**src/rtl/wb_arb_pkg.sv**
```systemverilog
// Shared definitions for the two-master Wishbone memory arbiter.
//   arb_state_t : arbiter FSM state; the encoding doubles as the one-hot grant
//   CLASSIC/INCR/EOB : Wishbone cycle-type identifier values
package wb_arb_pkg;

  typedef enum logic [1:0] {
    IDLE = 2'b00,
    GNT0 = 2'b01,
    GNT1 = 2'b10
  } arb_state_t;

  localparam logic [2:0] CLASSIC = 3'b000;
  localparam logic [2:0] INCR    = 3'b010;
  localparam logic [2:0] EOB     = 3'b111;

endpackage

```
**src/rtl/wb_arb_watchdog.sv**
```systemverilog
// Stall watchdog for the arbitrated slave port.
//   clk, rst : clock, synchronous active-high reset
//   active   : a master currently owns the bus
//   stb      : granted master's strobe (before any watchdog forcing)
//   resp     : slave ack | err | rty
//   fire     : combinational, high in the TIMEOUT-th consecutive stalled cycle
module wb_arb_watchdog #(
  parameter int unsigned TIMEOUT = 64
) (
  input  logic clk,
  input  logic rst,
  input  logic active,
  input  logic stb,
  input  logic resp,
  output logic fire
);
  import wb_arb_pkg::*;

  // The first stalled cycle sees count==0, so the TIMEOUT-th one sees TIMEOUT-1.
  localparam logic [7:0] LIMIT = 8'(TIMEOUT - 1);

  logic [7:0] count;

  // A slave response in the same cycle wins over the watchdog.
  assign fire = active && stb && !resp && (count == LIMIT);

  always_ff @(posedge clk) begin
    if (rst) begin
      count <= '0;
    end else if (!active || !stb || resp || fire) begin
      count <= '0;
    end else begin
      count <= count + 8'd1;
    end
  end

endmodule

```
**src/rtl/wb_mem_arbiter.sv**
```systemverilog
// Round-robin arbiter sharing one Wishbone slave port between master 0
// (instruction fetch) and master 1 (data). A grant is held for the whole cyc
// of the owner; a watchdog ends stalled transfers with err.
//   clk, rst        : clock, synchronous active-high reset
//   m0_wb_*, m1_wb_*: master request inputs (*_o) and response outputs (*_i)
//   s_wb_*          : slave request outputs (*_o) and response inputs (*_i)
//   grant           : one-hot owner, 00 when idle
//   timeout_evt     : one-cycle pulse when the watchdog fires
module wb_mem_arbiter #(
  parameter int unsigned TIMEOUT = 64
) (
  input  logic        clk,
  input  logic        rst,
  input  logic        m0_wb_cyc_o,
  input  logic        m0_wb_stb_o,
  input  logic        m0_wb_we_o,
  input  logic [31:0] m0_wb_adr_o,
  input  logic [31:0] m0_wb_dat_o,
  input  logic [3:0]  m0_wb_sel_o,
  input  logic [2:0]  m0_wb_cti_o,
  input  logic [1:0]  m0_wb_bte_o,
  output logic [31:0] m0_wb_dat_i,
  output logic        m0_wb_ack_i,
  output logic        m0_wb_err_i,
  output logic        m0_wb_rty_i,
  input  logic        m1_wb_cyc_o,
  input  logic        m1_wb_stb_o,
  input  logic        m1_wb_we_o,
  input  logic [31:0] m1_wb_adr_o,
  input  logic [31:0] m1_wb_dat_o,
  input  logic [3:0]  m1_wb_sel_o,
  input  logic [2:0]  m1_wb_cti_o,
  input  logic [1:0]  m1_wb_bte_o,
  output logic [31:0] m1_wb_dat_i,
  output logic        m1_wb_ack_i,
  output logic        m1_wb_err_i,
  output logic        m1_wb_rty_i,
  output logic        s_wb_cyc_o,
  output logic        s_wb_stb_o,
  output logic        s_wb_we_o,
  output logic [31:0] s_wb_adr_o,
  output logic [31:0] s_wb_dat_o,
  output logic [3:0]  s_wb_sel_o,
  output logic [2:0]  s_wb_cti_o,
  output logic [1:0]  s_wb_bte_o,
  input  logic [31:0] s_wb_dat_i,
  input  logic        s_wb_ack_i,
  input  logic        s_wb_err_i,
  input  logic        s_wb_rty_i,
  output logic [1:0]  grant,
  output logic        timeout_evt
);
  import wb_arb_pkg::*;

  arb_state_t state, state_nxt;
  logic       last, last_nxt;   // last master released: 0 = m0, 1 = m1
  logic       gnt0, gnt1;
  logic       stb_raw;
  logic       resp;
  logic       fire;

  always_ff @(posedge clk) begin
    if (rst) begin
      state <= IDLE;
      last  <= 1'b1;
    end else begin
      state <= state_nxt;
      last  <= last_nxt;
    end
  end

  always_comb begin
    state_nxt = state;
    last_nxt  = last;
    case (state)
      IDLE: begin
        if (m0_wb_cyc_o && m1_wb_cyc_o) begin
          state_nxt = last ? GNT0 : GNT1;
        end else if (m0_wb_cyc_o) begin
          state_nxt = GNT0;
        end else if (m1_wb_cyc_o) begin
          state_nxt = GNT1;
        end
      end
      GNT0: begin
        if (!m0_wb_cyc_o) begin
          last_nxt  = 1'b0;
          state_nxt = m1_wb_cyc_o ? GNT1 : IDLE;
        end
      end
      GNT1: begin
        if (!m1_wb_cyc_o) begin
          last_nxt  = 1'b1;
          state_nxt = m0_wb_cyc_o ? GNT0 : IDLE;
        end
      end
      default: state_nxt = IDLE;
    endcase
  end

  assign gnt0  = (state == GNT0);
  assign gnt1  = (state == GNT1);
  assign grant = {gnt1, gnt0};

  always_comb begin
    s_wb_cyc_o = 1'b0;
    stb_raw    = 1'b0;
    s_wb_we_o  = 1'b0;
    s_wb_adr_o = '0;
    s_wb_dat_o = '0;
    s_wb_sel_o = '0;
    s_wb_cti_o = '0;
    s_wb_bte_o = '0;
    if (gnt0) begin
      s_wb_cyc_o = m0_wb_cyc_o;
      stb_raw    = m0_wb_stb_o;
      s_wb_we_o  = m0_wb_we_o;
      s_wb_adr_o = m0_wb_adr_o;
      s_wb_dat_o = m0_wb_dat_o;
      s_wb_sel_o = m0_wb_sel_o;
      s_wb_cti_o = m0_wb_cti_o;
      s_wb_bte_o = m0_wb_bte_o;
    end else if (gnt1) begin
      s_wb_cyc_o = m1_wb_cyc_o;
      stb_raw    = m1_wb_stb_o;
      s_wb_we_o  = m1_wb_we_o;
      s_wb_adr_o = m1_wb_adr_o;
      s_wb_dat_o = m1_wb_dat_o;
      s_wb_sel_o = m1_wb_sel_o;
      s_wb_cti_o = m1_wb_cti_o;
      s_wb_bte_o = m1_wb_bte_o;
    end
  end

  assign resp = s_wb_ack_i | s_wb_err_i | s_wb_rty_i;

  // The watchdog sees the unforced strobe so the forced-low cycle does not
  // feed back into its own fire condition.
  wb_arb_watchdog #(.TIMEOUT(TIMEOUT)) u_wdog (
    .clk    (clk),
    .rst    (rst),
    .active (gnt0 | gnt1),
    .stb    (stb_raw),
    .resp   (resp),
    .fire   (fire)
  );

  assign s_wb_stb_o  = stb_raw & ~fire;
  assign timeout_evt = fire;

  assign m0_wb_dat_i = s_wb_dat_i;
  assign m1_wb_dat_i = s_wb_dat_i;
  assign m0_wb_ack_i = gnt0 & s_wb_ack_i;
  assign m0_wb_err_i = gnt0 & (s_wb_err_i | fire);
  assign m0_wb_rty_i = gnt0 & s_wb_rty_i;
  assign m1_wb_ack_i = gnt1 & s_wb_ack_i;
  assign m1_wb_err_i = gnt1 & (s_wb_err_i | fire);
  assign m1_wb_rty_i = gnt1 & s_wb_rty_i;

endmodule

```
**config.mk**
```make
export PLATFORM = sky130hd
export DESIGN_NAME = wb_mem_arbiter
export DESIGN_NICKNAME = d
export VERILOG_FILES = /design/src/rtl/wb_arb_pkg.sv /design/src/rtl/wb_arb_watchdog.sv /design/src/rtl/wb_mem_arbiter.sv
export SDC_FILE = /design/constraint.sdc
export NUM_CORES = 1
export LEC_CHECK = 0
export CAP_MARGIN = 20
export CORE_AREA = 2 2 131 133
export DETAILED_ROUTE_END_ITERATION = 12
export DIE_AREA = 0 0 133 135
export SETUP_SLACK_MARGIN = 0.4
export SLEW_MARGIN = 20
export SYNTH_ARGS = -nofsm -noshare
export SYNTH_HDL_FRONTEND = slang
export SYNTH_SLANG_ARGS = --single-unit
```
**constraint.sdc**
```tcl
create_clock -name clk -period 2.2 [get_ports clk]
set_input_delay 0.44 -clock clk [delete_from_list [all_inputs] [get_ports clk]]
set_output_delay 0.44 -clock clk [all_outputs]
set_load 0.02 [all_outputs]
```
==> flow_summary.toml <==
[power_and_ir_drop]
p_leak_nw = 2.178
power.density_mw_per_mm2 = 874.7
ir_drop_mv = 0.2725

[layout]
postLayoutCellArea_mm2 = 0.005045
multi_input_area_mm2 = 0.001356
seqCellArea_um2 = 227.7
fill_cells = 1687
area_delta_synth_final_pct = 154.5
drive_gt1_frac = 0.3702
nets = 638
diodes = 0
fin_cells = 663

[logic_synthesis]
synthTopCellsByCount = "75 x a22o_1, 67 x buf_4, 11 x dfxtp_1"
synth_most_common_cell = "a22o_1"
synth_warnings = 0
async_flop_share = 0
netlist_area_mm2 = 0.001982
ys_seq_area_frac = 0.1111
synth_fp_nets = 432
synth_edf_count = 0
syn_area_per_cell_um2 = 8.327
syn-instance-count = 238
synth_flop_cell = "dfxtp_1"
netlist.area_leader.share = 0.3314
yosys.area.top_type = "a22o_1"
synthDistinctLibCells = 37
synth.area.top_cells = "a22o_1 33%, buf_4 25%, dfxtp_1 11%"
ys_ff_latch = 11

[floorplanning]
start_util = 0.1208
die_area_mm2 = 0.01796
coreArea_mm2 = 0.01641
die-width_um = 133
ios = 338
fp-row-count = 47
die_y_um = 135

[timing]
max_freq_ghz = 0.4719
fin_crit_ns = 2.119
rsz0062_at_grt = "yes"
post-route-period-util = 0.9632
fin_ws_ns = 0.08091
final_max_slew_viol_count = 0
slew_headroom = 0.7476
fin_worst_skew_ns = 0.002080
worst_pin_slew_ns = 0.3778
hold_viol = 0
setup_viol = 0

[clock_tree]
clkTransAtPathRegs_ns = 0.04
tritoncts = "built"
h-tree-depth = 1
cts_hold_buf = 0
max-clock-path-buffers = 2
numCtsBuffers = 3
cts-root-buf = "clkbuf_16"
clk_latency_ns = 0.24
cts.sinks = 11

[global_routing]
track_usage = 0.1198
top_usage_layer = "met2"
overflow = 0
grt_max_degree = 41
grt_pass1_wl_um = 16530
grt_util_met1 = 0.1398
gr-usage-met3 = 0.03003
antenna_found_initial = 0
grt_pass1_vias = 2750
use_met2 = 0.2168

[drt]
drtPass1Iterations = 4
drt-total-wl_um = 13200
wire_per_inst_um = 19.90
drtIter0Drc = 82
vias = 2688
antenna_left = 0
drc_errors = 0
via_per_inst = 4.054

[run_status]
status = "finished clean"

[place]
io_buffer_count = 241
hpwl_um = 9154
place_ws_ns = -0.4845
place_area_mm2 = 0.004350
gp_congestion = 0.8183
placedCellCount = 632

[setup_path]
crit_required_ns = 1.76
crit_fanout = 3
reg2reg_slack_ns = 0.42
crit_path_end_kind = "output port"
cp-start-kind = "input pin"
arrival_ns = 1.68
critPathKind = "input pin to output port"

[run]
drv_cap = 0

[worst_hold_path]
hold_class = "flip-flop to flip-flop"
## metrics by stage
step                      setup TNS, ns  total power [W]  hold WS (ns)    util
after floorplan                       0         0.001903        0.4313       -
after global placement           -6.805         0.003224        0.4422  0.2652
after detailed placement         -8.509         0.003258        0.4611  0.2652
after CTS                             0         0.003806        0.4692  0.2748
after global routing                  0         0.004605        0.5113  0.3075
final                                 0         0.004413        0.4863  0.3075
## power by group
group / internal (W) / switching [W]
combinational: 0.00206 / 0.00177
clock: 0.000243 / 0.0000877
sequential: 0.000227 / 0.0000257
## worst max-delay path: stages
cell and delay (ns):
clkdlybuf4s50_1 0.45, and2_1 0.19, or2_1 0.25, a41o_1 0.19, buf_4 0.15
## final cells by class
cell class	count	share of cell area
Multi-Input combinational cell	137	0.2688
Clock buffer	4	0.01562
Timing Repair Buffer	286	0.6111
Tap cell	220	0.05456
Inverter	5	0.004712
Sequential cell	11	0.04514
## cells in the final DEF, fill, tap and decap left out, drive strengths merged, types with 2 or more instances in the layout
cell type      Yosys  final
a211oi             3      3
a22o              75     75
a41o               2      2
and2               7      7
and3b              3      3
buf               78    119
clkbuf             7     13
clkdlybuf4s50      0    152
dfxtp             11     11
dlygate4sd2        0      3
dlymetal6s2s       0      3
ha                 5      5
inv                5      5
nand2              4      4
nand2b             2      2
nand3              3      3
nor3               4      4
nor3b              2      2
o211ai             3      3
o21ai              5      5
o41ai              2      2
or2                2      2
or3                3      3
xor2               2      2
## logic make-up after synthesis
family | synth area share
flip-flops | 0.1111
buffers and inverters | 0.3075
adder cells (fa/ha/maj) | 0.03157
AO/OA/AOI/OAI | 0.4097
AND/OR/NAND/NOR | 0.1269
XOR/XNOR | 0.01326
## what timing repair did
action / CTS / global route
gates resized for setup: 392 / 72
pin swaps: 10 / 18
setup buffers: 9 / 3
setup endpoints to repair: 92 / 85
cloned: 3 / 12
## metal layers
layer | up-vias | wire length [um]
met5 | - | 0
met4 | 0 | 279
met3 | 21 | 907
met2 | 149 | 6980
met1 | 1265 | 5027
li1 | 1253 | -
## registers in the layout (all words and copies together) (netlist names)
register and count:
last 1, state 2, u_wdog.count 8
## path summary, 6_finish.rpt
kind	to	cells after the start	start
max	m1_wb_err_i	5	m0_wb_stb_o
max reg2reg	state[1]	7	state[1]
min	u_wdog.count[0]	1	u_wdog.count[0]
min reg2reg	u_wdog.count[0]	1	u_wdog.count[0]
Note: power is estimated with default switching activity, not from simulation.
